[src/rtl/change_dispenser_if.sv]
// Bundles the request side (vending FSM) and the hopper side of the change
// dispenser. The dispenser is the slave; the FSM/hopper environment is the master.
interface change_dispenser_if #(
    parameter int AMT_W = 6
) ();
    logic             req;
    logic [AMT_W-1:0] amount;
    logic             empty10;
    logic             empty5;
    logic             hopper_ack;
    logic [1:0]       coin_out;
    logic             busy;
    logic             done;
    logic             err;
    logic [AMT_W-1:0] owed;

    modport master (
        output req, amount, empty10, empty5, hopper_ack,
        input  coin_out, busy, done, err, owed
    );

    modport slave (
        input  req, amount, empty10, empty5, hopper_ack,
        output coin_out, busy, done, err, owed
    );
endinterface

[src/rtl/change_dispenser.sv]
// Coin-return engine: pays out a rupee amount as 10rs coins first, then 5rs
// coins, one coin at a time over a hold-until-acknowledge hopper handshake.
// Reports completion, faults (reject / empty hopper / ack timeout) and the
// balance left undelivered by the last aborted dispense.
module change_dispenser #(
    parameter int MAX_AMOUNT = 50,
    parameter int AMT_W      = 6,
    parameter int GAP_CYCLES = 1,
    parameter int TIMEOUT    = 16
) (
    input logic               clk,
    input logic               reset,
    change_dispenser_if.slave bus
);

    localparam int TO_W  = (TIMEOUT > 2) ? $clog2(TIMEOUT) : 1;
    localparam int GAP_W = (GAP_CYCLES > 1) ? $clog2(GAP_CYCLES) : 1;

    localparam logic [TO_W-1:0]  TO_LAST  = TO_W'(TIMEOUT - 1);
    localparam logic [GAP_W-1:0] GAP_LAST = GAP_W'(GAP_CYCLES - 1);
    localparam logic [AMT_W-1:0] MAX_AMT  = AMT_W'(MAX_AMOUNT);
    localparam logic [AMT_W-1:0] FIVE     = AMT_W'(5);
    localparam logic [AMT_W-1:0] TEN      = AMT_W'(10);

    localparam logic [1:0] COIN_NONE = 2'b00;
    localparam logic [1:0] COIN_5    = 2'b01;
    localparam logic [1:0] COIN_10   = 2'b10;

    typedef enum logic [2:0] {
        IDLE,
        ISSUE,
        WAIT_ACK,
        GAP,
        DONE,
        FAULT
    } state_t;

    state_t             state_q, state_d;
    logic [AMT_W-1:0]   remaining_q, remaining_d;
    logic [GAP_W-1:0]   gap_cnt_q, gap_cnt_d;
    logic [TO_W-1:0]    to_cnt_q, to_cnt_d;
    logic [1:0]         coin_out_q, coin_out_d;
    logic               busy_q, busy_d;
    logic               done_q, done_d;
    logic               err_q, err_d;
    logic [AMT_W-1:0]   owed_q, owed_d;
    logic [AMT_W-1:0]   rem_after_ack;
    logic               amount_bad;

    // Next-state, datapath and registered-output decode.
    // Status outputs are derived from the next state so that done/err/busy
    // line up with the state they describe while remaining registered.
    always_comb begin
        state_d       = state_q;
        remaining_d   = remaining_q;
        gap_cnt_d     = gap_cnt_q;
        to_cnt_d      = to_cnt_q;
        coin_out_d    = coin_out_q;
        owed_d        = owed_q;
        rem_after_ack = remaining_q - ((coin_out_q == COIN_10) ? TEN : FIVE);
        amount_bad    = ((bus.amount % FIVE) != '0) || (bus.amount > MAX_AMT);

        case (state_q)
            IDLE: begin
                coin_out_d = COIN_NONE;
                if (bus.req) begin
                    if (bus.amount == '0) begin
                        owed_d  = '0;
                        state_d = DONE;
                    end else if (amount_bad) begin
                        state_d = FAULT;
                    end else begin
                        remaining_d = bus.amount;
                        owed_d      = '0;
                        state_d     = ISSUE;
                    end
                end
            end

            ISSUE: begin
                if ((remaining_q >= TEN) && !bus.empty10) begin
                    coin_out_d = COIN_10;
                    to_cnt_d   = '0;
                    state_d    = WAIT_ACK;
                end else if (!bus.empty5) begin
                    coin_out_d = COIN_5;
                    to_cnt_d   = '0;
                    state_d    = WAIT_ACK;
                end else begin
                    owed_d  = remaining_q;
                    state_d = FAULT;
                end
            end

            WAIT_ACK: begin
                if (bus.hopper_ack) begin
                    remaining_d = rem_after_ack;
                    coin_out_d  = COIN_NONE;
                    gap_cnt_d   = '0;
                    state_d     = (rem_after_ack == '0) ? DONE : GAP;
                end else if (to_cnt_q == TO_LAST) begin
                    coin_out_d = COIN_NONE;
                    owed_d     = remaining_q;
                    state_d    = FAULT;
                end else begin
                    to_cnt_d = to_cnt_q + 1'b1;
                end
            end

            GAP: begin
                coin_out_d = COIN_NONE;
                if (gap_cnt_q == GAP_LAST) begin
                    state_d = ISSUE;
                end else begin
                    gap_cnt_d = gap_cnt_q + 1'b1;
                end
            end

            DONE: begin
                state_d = IDLE;
            end

            FAULT: begin
                state_d = IDLE;
            end

            default: begin
                coin_out_d = COIN_NONE;
                state_d    = IDLE;
            end
        endcase

        busy_d = (state_d == ISSUE) || (state_d == WAIT_ACK) || (state_d == GAP);
        done_d = (state_d == DONE);
        err_d  = (state_d == FAULT);
    end

    // State and output registers; reset withdraws any presented coin at once.
    always_ff @(posedge clk or negedge reset) begin
        if (!reset) begin
            state_q     <= IDLE;
            remaining_q <= '0;
            gap_cnt_q   <= '0;
            to_cnt_q    <= '0;
            coin_out_q  <= COIN_NONE;
            busy_q      <= 1'b0;
            done_q      <= 1'b0;
            err_q       <= 1'b0;
            owed_q      <= '0;
        end else begin
            state_q     <= state_d;
            remaining_q <= remaining_d;
            gap_cnt_q   <= gap_cnt_d;
            to_cnt_q    <= to_cnt_d;
            coin_out_q  <= coin_out_d;
            busy_q      <= busy_d;
            done_q      <= done_d;
            err_q       <= err_d;
            owed_q      <= owed_d;
        end
    end

    assign bus.coin_out = coin_out_q;
    assign bus.busy     = busy_q;
    assign bus.done     = done_q;
    assign bus.err      = err_q;
    assign bus.owed     = owed_q;

endmodule

[src/flat_wrapper.sv]
// flat-port wrapper written by rule: the top's interface ports become plain ports
module change_dispenser_flat 
#(
    parameter int MAX_AMOUNT = 50,
    parameter int AMT_W      = 6,
    parameter int GAP_CYCLES = 1,
    parameter int TIMEOUT    = 16
)
  (clk, reset, bus_req, bus_amount, bus_empty10, bus_empty5, bus_hopper_ack, bus_coin_out, bus_busy, bus_done, bus_err, bus_owed);
  change_dispenser_if #(.AMT_W(AMT_W)) bus_i ();
  input logic clk;
  input logic reset;
  input wire logic [$bits(bus_i.req)-1:0] bus_req;
  input wire logic [$bits(bus_i.amount)-1:0] bus_amount;
  input wire logic [$bits(bus_i.empty10)-1:0] bus_empty10;
  input wire logic [$bits(bus_i.empty5)-1:0] bus_empty5;
  input wire logic [$bits(bus_i.hopper_ack)-1:0] bus_hopper_ack;
  output wire logic [$bits(bus_i.coin_out)-1:0] bus_coin_out;
  output wire logic [$bits(bus_i.busy)-1:0] bus_busy;
  output wire logic [$bits(bus_i.done)-1:0] bus_done;
  output wire logic [$bits(bus_i.err)-1:0] bus_err;
  output wire logic [$bits(bus_i.owed)-1:0] bus_owed;
  assign bus_i.req = bus_req;
  assign bus_i.amount = bus_amount;
  assign bus_i.empty10 = bus_empty10;
  assign bus_i.empty5 = bus_empty5;
  assign bus_i.hopper_ack = bus_hopper_ack;
  assign bus_coin_out = bus_i.coin_out;
  assign bus_busy = bus_i.busy;
  assign bus_done = bus_i.done;
  assign bus_err = bus_i.err;
  assign bus_owed = bus_i.owed;
  change_dispenser #(.MAX_AMOUNT(MAX_AMOUNT), .AMT_W(AMT_W), .GAP_CYCLES(GAP_CYCLES), .TIMEOUT(TIMEOUT)) u_core (.clk(clk), .reset(reset), .bus(bus_i));
endmodule
[config.mk]
export PLATFORM = sky130hd
export DESIGN_NAME = change_dispenser_flat
export DESIGN_NICKNAME = d
export VERILOG_FILES = /design/src/rtl/change_dispenser_if.sv /design/src/rtl/change_dispenser.sv /design/src/flat_wrapper.sv
export SDC_FILE = /design/constraint.sdc
export NUM_CORES = 1
export LEC_CHECK = 0
export ABC_CLOCK_PERIOD_IN_PS = 3400
export CAP_MARGIN = 30
export CORE_MARGIN = 2
export CORE_UTILIZATION = 56
export DETAILED_ROUTE_END_ITERATION = 16
export PLACE_DENSITY_LB_ADDON = 0.25
export REMOVE_ABC_BUFFERS = 1
export SETUP_SLACK_MARGIN = 0.02
export SLEW_MARGIN = 10
export SYNTH_ARGS = -nofsm -noshare
export SYNTH_HDL_FRONTEND = slang
export SYNTH_SLANG_ARGS = --single-unit
[constraint.sdc]
create_clock -name clk -period 3.4 [get_ports clk]
set_input_delay 0.34 -clock clk [delete_from_list [all_inputs] [get_ports clk]]
set_output_delay 0.34 -clock clk [all_outputs]
set_load 0.01 [all_outputs]
==> qor.yml <==
global_routing:
  grt_pass1_wl_mm: 7.73
  first_global_vias: 1707
  grt_overflow_total: 0
  grt_util_all_layers_pct: 27.8
  grt_max_degree: 16
  grt_antenna_before_repair: 0
yosys:
  ys_top_cells_by_area: "dfrtp_1, ha_1, a22o_1"
  yosysTopAreaCell: "dfrtp_1"
  syn-mean-instance-area_um2: 9.26
  synth-edff-count: 0
  synthFlopType: "dfrtp_1"
  synth-async-reset-ratio_pct: 100
  yosys_warnings: 0
  synth_seq_cells: 24
  synth_top_area_share_pct: 32.3
  syn_area_um2: 1860
  syn_inst: 201
  synth.distinct_cells: 58
  synth_seq_area_share_pct: 32.3
clock_network:
  path_clk_slew_ns: 0.13
  cts_buffers: 3
  cts_setup_buffers: 0
  cts_root_buf: "clkbuf_4"
  cts_resized: 0
  ctsHoldBuffers: 0
  clk_path_buf_depth: 2
  cts_tree: "yes"
  cts.sinks: 24
  htreeDepth: 1
  clock_latency_ns: 0.33
worst_setup_path:
  reg2reg_depth: 9
  cp.arrival_ns: 3.32
  worstSetupStartpointType: "primary input"
  r2r_start: "u_core.bus.coin_out[0]"
  endpoint_kind: "register"
  ff2ff_setup_slack_ns: 0.65
  reg2reg_to: "u_core.to_cnt_q[3]"
  crit_required_ns: 3.63
  cp_max_fo: 6
  crit_type: "in2reg"
die:
  fp.dieH_um: 61.7
  die_x_um: 61.7
  die_area_um2: 3800
  ios: 23
  core-area_um2: 3100
  initial_core_util_pct: 60.0
  row_count: 20
layout:
  layout-drive-gt1-share_pct: 9.91
  area_growth_pct: 15.8
  final_area_um2: 2160
  layout.nets: 244
  insertedDiodeCount: 0
flow_run:
  cap_violations: 0
detailed_routing:
  wl_mm: 4.63
  wl_met3_um: 302
  viasPerCell: 6.36
  antenna_left: 0
  wl_met2_mm: 2.37
  wl_met1_mm: 1.86
  wl_per_cell_um: 17.4
  dr_total_vias: 1691
  route.top_layer_used: "met4"
  drt-initial-drc-count: 85
  drcViolationCount: 0
  drt-pass1-iter-count: 5
sta:
  clock-skew-final_ns: 0.00214
  final_max_slew_viol_count: 0
  worst_pin_slew_ns: 0.896
  rsz0062_at_grt: "false"
  post-route-min-period_ns: 3.09
  finalSetupViolCount: 0
  setup_slack_ns: 0.314
  min_period_over_period_pct: 90.8
  max_freq_mhz: 324
  maxSlewHeadroom_pct: 38.8
  hold_ws_ns: 0.331
  hold_violations: 0
power_and_ir_drop:
  vdd.ir_drop.worst_v: 0.000390
  swShare_pct: 46.1
  clkPwrFrac_pct: 7.4
  pwr-share-comb_pct: 62.1
  power_frac_seq_pct: 30.5
  internal-power_mw: 0.976
  switchingPower_mw: 0.833
  power_density_nw_per_um2: 839
  leakagePower_nw: 0.929
place:
  port_buffers: 22
  placed_cell_area_um2: 2130
  gp_congestion: 0.867
  dp_slack_ns: -0.0357
  dp_hpwl_mm: 3.65
outcome:
  status: "completed"
hold_path:
  hold_class: "in2async"
==> flip-flops by register name, summed over array words and instances, names as in the netlist <==
| name | count |
|---|---|
| u_core.bus.done | 1 |
| u_core.bus.busy | 1 |
| u_core.remaining_q | 6 |
| u_core.bus.coin_out | 2 |
| u_core.bus.err | 1 |
| u_core.to_cnt_q | 4 |
| u_core.bus.owed | 6 |
| u_core.state_q | 3 |
==> worst max path at each step <==
stage,from,to,slack (ns),depth (start not counted)
3_3_place_gp,bus_amount[4],u_core.remaining_q[3],0.19,11
4_1_cts,bus_amount[4],u_core.remaining_q[3],0.32,11
2_1_floorplan,bus_amount[2],u_core.remaining_q[3],0.81,10
5_1_grt,bus_amount[4],u_core.remaining_q[3],0.15,11
3_5_place_dp,bus_amount[4],u_core.remaining_q[3],-0.04,11
6_report,bus_amount[4],u_core.remaining_q[0],0.31,11
==> metrics by stage <==
stage	instances	util [%]	power, mW	setup TNS (ns)
2_1_floorplan	191	-	1.30	0
3_3_place_gp	262	68.3	1.60	0
3_5_place_dp	263	68.8	1.66	-0.0821
4_1_cts	266	69.5	1.79	0
5_1_grt	266	69.5	1.96	0
6_report	266	69.5	1.81	0
==> worst max-delay path, stage by stage <==
cell and delay [ns]:
clkdlybuf4s50_1 0.53, xor2_1 0.27, nor2_1 0.08, a222oi_1 0.40, ha_1 0.32, xor2_1 0.09, a22o_1 0.24, a211oi_2 0.33
o31ai_4 0.14, and2_1 0.21, a221o_1 0.36
==> cells in the mapped netlist, types with 5 or more instances <==
| cell type | instances |
|---|---|
| dfrtp_1 | 24 |
| nand2_1 | 16 |
| nor2_1 | 16 |
| a21oi_1 | 10 |
| a22o_1 | 9 |
| inv_1 | 9 |
| ha_1 | 7 |
| nand2b_1 | 7 |
| nor3_1 | 7 |
| o21ai_0 | 6 |
| buf_2 | 5 |
| nand3_1 | 5 |
| o21a_1 | 5 |
==> cells by family (layout without fill, tap and decap cells) <==
logic type / after synthesis / after routing / share of synthesized area (%)
and+or+nand+nor: 76 / 76 / 22.0
muxes: 8 / 8 / 4.77
xor gates and xnor gates: 5 / 5 / 2.35
DFF: 24 / 24 / 32.3
adders and majority gates: 8 / 8 / 5.78
buffers and inverters: 19 / 40 / 4.84
AOI/OAI and AO/OA: 61 / 61 / 28.0
==> layer usage <==
metal / vias up / global-route usage, %
li1: 802 / -
met1: 802 / 32.2
met2: 74 / 50.5
met3: 13 / 4.83
met4: 0 / 10.9
met5: - / 0
==> placed cells by master (no fill, tap or decap), types with 4 or more instances in the layout <==
master and instances:
o21a_1 5, and2_1 4, mux2i_1 4, nor2b_1 4, nand2_1 16, a21oi_1 10
a22o_1 9, nor2_1 16, nand3b_1 4, xor2_1 4, nand3_1 5, o21ai_0 6
nor3_1 7, ha_1 7, nand2b_1 7, buf_4 5, clkdlybuf4s50_1 22, inv_1 9
dfrtp_1 24
==> power by group through the flow <==
stage	Sequential (mW)	Combinational, mW	Clock, mW
floorplan	0.540	0.762	0
global placement	0.542	1.06	0
detailed placement	0.552	1.10	0
CTS	0.546	1.12	0.131
global route	0.567	1.24	0.147
finish	0.552	1.12	0.134
==> final cells by class <==
| cell class | instances | area [µm²] |
|---|---|---|
| Multi-Input combinational cell | 158 | 1170 |
| Fill cell | 256 | 947 |
| Sequential cell | 24 | 601 |
| Timing Repair Buffer | 28 | 273 |
| Tap cell | 44 | 55.1 |
| Inverter | 9 | 33.8 |
| Clock buffer | 3 | 22.5 |
Note: power is estimated with default switching activity, not from simulation.
